**src/rtl/gpi_debounce.sv**
```systemverilog
`default_nettype none
// ============================================================================
//  Module      : gpi_debounce
//  Description : Two-flop synchronizer plus per-bit tick-qualified debouncer
//                with registered rise/fall event pulses.
//  Revision    : 1.0 - initial release
// ============================================================================
module gpi_debounce #(
    parameter int W        = 8,
    parameter int TICK_DIV = 100000,
    parameter int STABLE   = 10
) (
    input  logic         clk,
    input  logic         reset_n,
    input  logic [W-1:0] din_raw,
    output logic [W-1:0] db_out,
    output logic [W-1:0] rise,
    output logic [W-1:0] fall
);

    localparam int PW = (TICK_DIV > 1) ? $clog2(TICK_DIV) : 1;
    localparam int CW = $clog2(STABLE + 1);

    localparam logic [PW-1:0] C_PRE_LAST = PW'(TICK_DIV - 1);
    localparam logic [CW-1:0] C_CNT_LAST = CW'(STABLE - 1);

    logic [W-1:0]         s1_q;
    logic [W-1:0]         s2_q;
    logic [PW-1:0]        pre_q;
    logic [PW-1:0]        pre_d;
    logic                 tick;
    logic [W-1:0][CW-1:0] cnt_q;
    logic [W-1:0][CW-1:0] cnt_d;
    logic [W-1:0]         db_q;
    logic [W-1:0]         db_d;
    logic [W-1:0]         rise_q;
    logic [W-1:0]         rise_d;
    logic [W-1:0]         fall_q;
    logic [W-1:0]         fall_d;

    // Free-running prescaler shared by every bit.
    always_comb begin
        tick  = (pre_q == C_PRE_LAST);
        pre_d = tick ? '0 : pre_q + 1'b1;
    end

    // A bit matching its debounced level clears its counter on any cycle,
    // so a single-cycle return to the old level restarts qualification.
    always_comb begin
        db_d   = db_q;
        rise_d = '0;
        fall_d = '0;
        cnt_d  = cnt_q;
        for (int i = 0; i < W; i++) begin
            if (s2_q[i] == db_q[i]) begin
                cnt_d[i] = '0;
            end else if (tick) begin
                if (cnt_q[i] == C_CNT_LAST) begin
                    db_d[i]   = s2_q[i];
                    cnt_d[i]  = '0;
                    rise_d[i] = s2_q[i];
                    fall_d[i] = ~s2_q[i];
                end else begin
                    cnt_d[i] = cnt_q[i] + 1'b1;
                end
            end
        end
    end

    always_ff @(posedge clk or negedge reset_n) begin
        if (!reset_n) begin
            s1_q   <= '0;
            s2_q   <= '0;
            pre_q  <= '0;
            cnt_q  <= '0;
            db_q   <= '0;
            rise_q <= '0;
            fall_q <= '0;
        end else begin
            s1_q   <= din_raw;
            s2_q   <= s1_q;
            pre_q  <= pre_d;
            cnt_q  <= cnt_d;
            db_q   <= db_d;
            rise_q <= rise_d;
            fall_q <= fall_d;
        end
    end

    assign db_out = db_q;
    assign rise   = rise_q;
    assign fall   = fall_q;

endmodule
`default_nettype wire

```
**config.mk**
```make
export PLATFORM = sky130hd
export DESIGN_NAME = gpi_debounce
export DESIGN_NICKNAME = d
export VERILOG_FILES = /design/src/rtl/gpi_debounce.sv
export SDC_FILE = /design/constraint.sdc
export NUM_CORES = 1
export LEC_CHECK = 0
export CAP_MARGIN = 20
export CELL_PAD_IN_SITES_DETAIL_PLACEMENT = 1
export CELL_PAD_IN_SITES_GLOBAL_PLACEMENT = 2
export CORE_ASPECT_RATIO = 1.2
export CORE_MARGIN = 3
export CORE_UTILIZATION = 40
export CTS_BUF_LIST = sky130_fd_sc_hd__clkbuf_8
export DETAILED_ROUTE_END_ITERATION = 12
export GPL_TIMING_DRIVEN = 0
export PLACE_DENSITY = 0.91
export REMOVE_ABC_BUFFERS = 1
export SLEW_MARGIN = 20
export SYNTH_ARGS = -nofsm -noshare
export SYNTH_HDL_FRONTEND = slang
export SYNTH_SLANG_ARGS = --single-unit
```
**constraint.sdc**
```tcl
create_clock -name clk -period 2.2 [get_ports clk]
set_input_delay 0.33 -clock clk [delete_from_list [all_inputs] [get_ports clk]]
set_output_delay 0.33 -clock clk [all_outputs]
set_load 0.01 [all_outputs]
```
# Word level (Yosys, flattened, before mapping)

Cells that the tools add are included.

Register bits: 89
Logic and storage cells: 152
Bits of input ports: 10

Add/subtract/negate cells: 9
Muxes and demuxes: 73
Eq/ne operators: 17
Reduce and logical (&&, ||, !) cells: 16
Bitwise gates (word level): 16

Operator list:

| kind                    | count |
|---|---|
| $mux W4                 | 24 |
| $mux W1                 | 48 |
| $add A4 B1 Y4 const B   | 8 |
| $eq A4 B4 Y1 const B    | 8 |
| $reduce_and A3 Y1       | 8 |
| $add A17 B1 Y17 const B | 1 |
| $eq A17 B17 Y1 const B  | 1 |
| $mux W17                | 1 |
| $not A1 Y1              | 16 |
| $reduce_bool A2 Y1      | 8 |
| $eq A1 B1 Y1            | 8 |

# Longest topological paths before layout

Depth after elaboration: 4
Gate-level depth with buffers: 8
Gate-level depth less buffers: 6

# Least setup slack after synthesis

No wires, ideal clock.

Path kind: flip-flop to flip-flop
Start point: register pre_q[0]
End point: register db_q[4] (netlist: db_out[4])
Slack: 260 ps
Period minus slack after synthesis: 1940 ps
Arrival time: 1812 ps
Data required time: 2072 ps
Path buffers: 3
Setup time: 128 ps
Cell stages (with the launch flop): 9
Path through: dfrtp_1 > ha_1 > and4_1 > buf_4 > and4b_1 > clkbuf_2 > buf_4 > nand2_1 > mux2_1

Word-level cells in the longest chain between the ends: 2

Ends and longest elaborated chain:

| item                        | RTL line | text |
|---|---|---|
| start, declared             | 29       | `logic [PW-1:0] pre_q;` |
| start signal, assigned      | 82       | `pre_q <= pre_d;` |
| $eq A17 B17 Y1              | 43       | `tick = (pre_q == C_PRE_LAST);` |
| $reduce_and A3 Y1 (no line) | --       |  |
| end signal, assigned        | 76       | `db_q <= '0;` |
| end signal, assigned        | 84       | `db_q <= db_d;` |
| end, declared               | 34       | `logic [W-1:0] db_q;` |

Every way passes these cells.
A chain may end at the register's enable or synchronous reset.

# Final worst setup path

Start point: register pre_q[0]
End point: register cnt_q[7] (netlist name)

Word-level cells in the longest chain between the ends: 2

Ends and longest elaborated chain:

| item                         | RTL line | text |
|---|---|---|
| $eq A17 B17 Y1               | 43       |  |
| $reduce_bool A2 Y1 (no line) | --       |  |
| end signal, assigned         | 83       | `cnt_q <= cnt_d;` |
| end, declared                | 32       | `logic [W-1:0][CW-1:0] cnt_q;` |

Every way passes these cells.

==> reports/metrics.csv <==
metric,value,unit
full die area,0.0111,mm2
crit end category,flop,
cell area after layout,0.00475,mm2
Yosys cell types,32,
met2 routed WL,4470,um
Seq pwr share,55.1,%
drc violations,0,
P_sw,639,uW
"Top FF cell, synth",dfrtp_1,
clk_skew,0.00956,ns
crit-path max FO,13,
DPL Wire Length,5070,um
Initial Utilization,41.3,%
Post-layout nets,428,
row cnt,39,
CTS buffer count,9,
DP Area,0.00440,mm2
Crit-path slowest cell,or4b_1,
status,"complete, no violations",
final wirelength,8540,um
Crit path required time,2.48,ns
Yosys top cell area share,56.4,%
post-synthesis sequential area ratio,56.4,%
fin. max-slew vios,0,
DRT met1 WL,3770,um
syn avg cell area,11.0,um2
Top delay family on crit path,simple AND/OR/NAND/NOR gates,
Core ar.,0.00956,mm2
Die Wd,96.7,um
post-synthesis async set-or-reset flop share,100,%
worst min path class,flop to flop,
Max transition margin,61.3,%
DRT Pass-1 Iters,4,
clock sink count,89,
largest buffer count on any clock path,2,
Routed Antenna Nets,0,
Yosys reg bits,89,
DR WL/cell,16.1,um
Pwr Total,3010,uW
synth top area cells,"dfrtp_1, ha_1, nand2_1, a21oi_1, nor3b_1",
most frequent cells in the layout,"dfrtp_1, nand2_1, clkdlybuf4s50_1",
port bufs,33,
Worst EP arrival,2.34,ns
Leak,0.00204,uW
Skew-Pair Late Insertion Delay,0.36,ns
CTS Root Cell,clkbuf_8,
vias,2847,
Mapped Cells,359,
gr ovfl total,0,
uppermost layer routed,met4,
pwr/cell area,634,mW/mm2
Buf/Inv on CP,1,
synthesis-to-layout area growth,20.4,%
final hold slack,0.352,ns
share of cells above drive strength 1,8.13,%
Post-Syn Area,0.00395,mm2
Worst setup SP type,flop,
Fillers,1070,
minimum clock period,2.06,ns
max incr delay on CP,0.53,ns
VDD IR max,0.469,mV
part of the power in the clock network,42.6,%
Ys Warns,0,
routed wl met3,181,um
CTS tree,done,
"commonest non-fill, non-tap cell in the layout",dfrtp_1,
share of power burned in combinational logic,2.3,%
Finish-stage setup viols,0,
Final Hold Violating Endpoints,0,
gr usage total,16.2,%
sw frac,21.2,%
initial antenna violation count,0,
Antenna diodes,0,
Die Y,115,um
DRT iter0 DRCs,124,
Vias/cell,5.38,
Routability Congestion,0.751,
Least-Margin Pin Slew,0.578,ns
# H-tree levels,3,
Fmax,486,MHz
maximum capacitance violations,0,
Final period util,93.6,%
Int Pwr,2370,uW
CP cell instances,ha_1 -> and4_4 -> nand4b_4 -> buf_12 -> or4b_1 -> a31oi_1,
largest net degree at the start of global routing,49,
RSZ-0062 raised after global routing,false,
vias in the first global route,3079,
global-route wire length before repair,14600,um
total negative setup slack,0,ns
Post-synth EDFFs,0,
clock slew at reported path FFs,0.09,ns
critical path class,flop to flop,
Yosys top cell by area,dfrtp_1,
I/O pins,34,
-- metal layers --
metal | global-route usage (%) | vias to the layer above
met4 | 5.90 | 0
li1 | - | 1354
met1 | 19.5 | 1463
met3 | 3.28 | 5
met2 | 28.8 | 25
met5 | 0 | -
-- cell type report --
cell class / instances / area (um2) / area share [%]
clock buffers: 11 / 151 / 3.19
multi-input cells: 247 / 1680 / 35.4
repair buffers: 38 / 400 / 8.43
well taps: 123 / 154 / 3.24
flip-flops and latches: 89 / 2230 / 46.9
clock inverters: 5 / 77.6 / 1.63
inverters: 16 / 60.1 / 1.26
-- flip-flops by register name, indices dropped and copies added, names as in the netlist --
register	count
cnt_q	32
pre_q	17
db_out	8
fall	8
rise	8
s1_q	8
s2_q	8
-- worst reg2reg max path, delay by kind of cell (launching register included) --
kind,cells,cell delay (ns)
adder cells (fa/ha/maj),1,0.22
buffers and inverters,1,0.17
AO/OA/AOI/OAI,1,0.18
flip-flops,1,0.39
AND/OR/NAND/NOR,3,1.03
-- what timing repair did --
| item | 4_1_cts | 5_1_grt |
|---|---|---|
| gates resized for setup | 6 | 1 |
| setup buffers | 2 | 1 |
| gates cloned | 2 | 1 |
| hold endpoints to repair | 41 | 0 |
| hold buffers | 1 | 0 |
| pin swaps | 2 | 3 |
| endpoints found under the setup margin | 59 | 34 |
-- power by group through the flow --
| stage | Sequential (uW) | Combinational (uW) | Clock (uW) |
|---|---|---|---|
| after global routing | 1660 | 80.9 | 1390 |
| after CTS | 1660 | 74.6 | 1310 |
| after global placement | 1690 | 66.0 | 0 |
| after floorplan | 1690 | 13.1 | 0 |
| final | 1660 | 70.8 | 1280 |
| after detailed placement | 1690 | 73.3 | 0 |
-- per-stage QoR --
stage	util (%)	setup slack, ns	instances
floorplan	-	0.00781	349
global placement	45.7	-2.46	505
detailed placement	46.0	-0.500	506
CTS	49.4	0.0669	527
global route	49.7	0.0122	529
finish	49.7	0.140	529
-- cell usage after synthesis, types with 2 or more instances --
master,count
mux2_1,4
nand4_1,4
xnor2_1,13
nor2_1,22
nand2_1,44
nor3b_1,16
clkbuf_1,5
a31oi_1,8
buf_4,2
ha_1,17
and2_1,2
clkbuf_2,2
dfrtp_1,89
or3_1,16
o21ai_0,18
inv_1,16
xor2_1,7
mux2_2,4
or4_1,9
and4_1,5
or4b_1,8
a21oi_1,24
nand3_1,15
-- cell families (layout without fill, tap and decap cells) --
logic type	after synthesis	count (layout)	synth area share, %
DFF	89	89	56.4
xor gates and xnor gates	20	20	4.44
adders and majority gates	17	17	5.39
buffers and inverters	26	70	2.92
and+or+nand+nor	147	150	21.6
muxes	8	8	2.28
AOI/OAI and AO/OA	52	52	6.98
-- worst paths after layout --
| kind | start | to | slack (ns) | depth (start not counted) |
|---|---|---|---|---|
| min in group asynchronous | reset_n | cnt_q[18] | 0.51 | 2 |
| hold reg to reg | s1_q[4] | s2_q[4] | 0.35 | 0 |
| setup / recovery | pre_q[0] | cnt_q[7] | 0.14 | 6 |
| setup reg to reg | pre_q[0] | cnt_q[7] | 0.14 | 6 |
| max in group asynchronous | reset_n | fall[6] | 1.07 | 3 |
| hold / removal | s1_q[4] | s2_q[4] | 0.35 | 0 |
(Power assumes the default switching activity.)
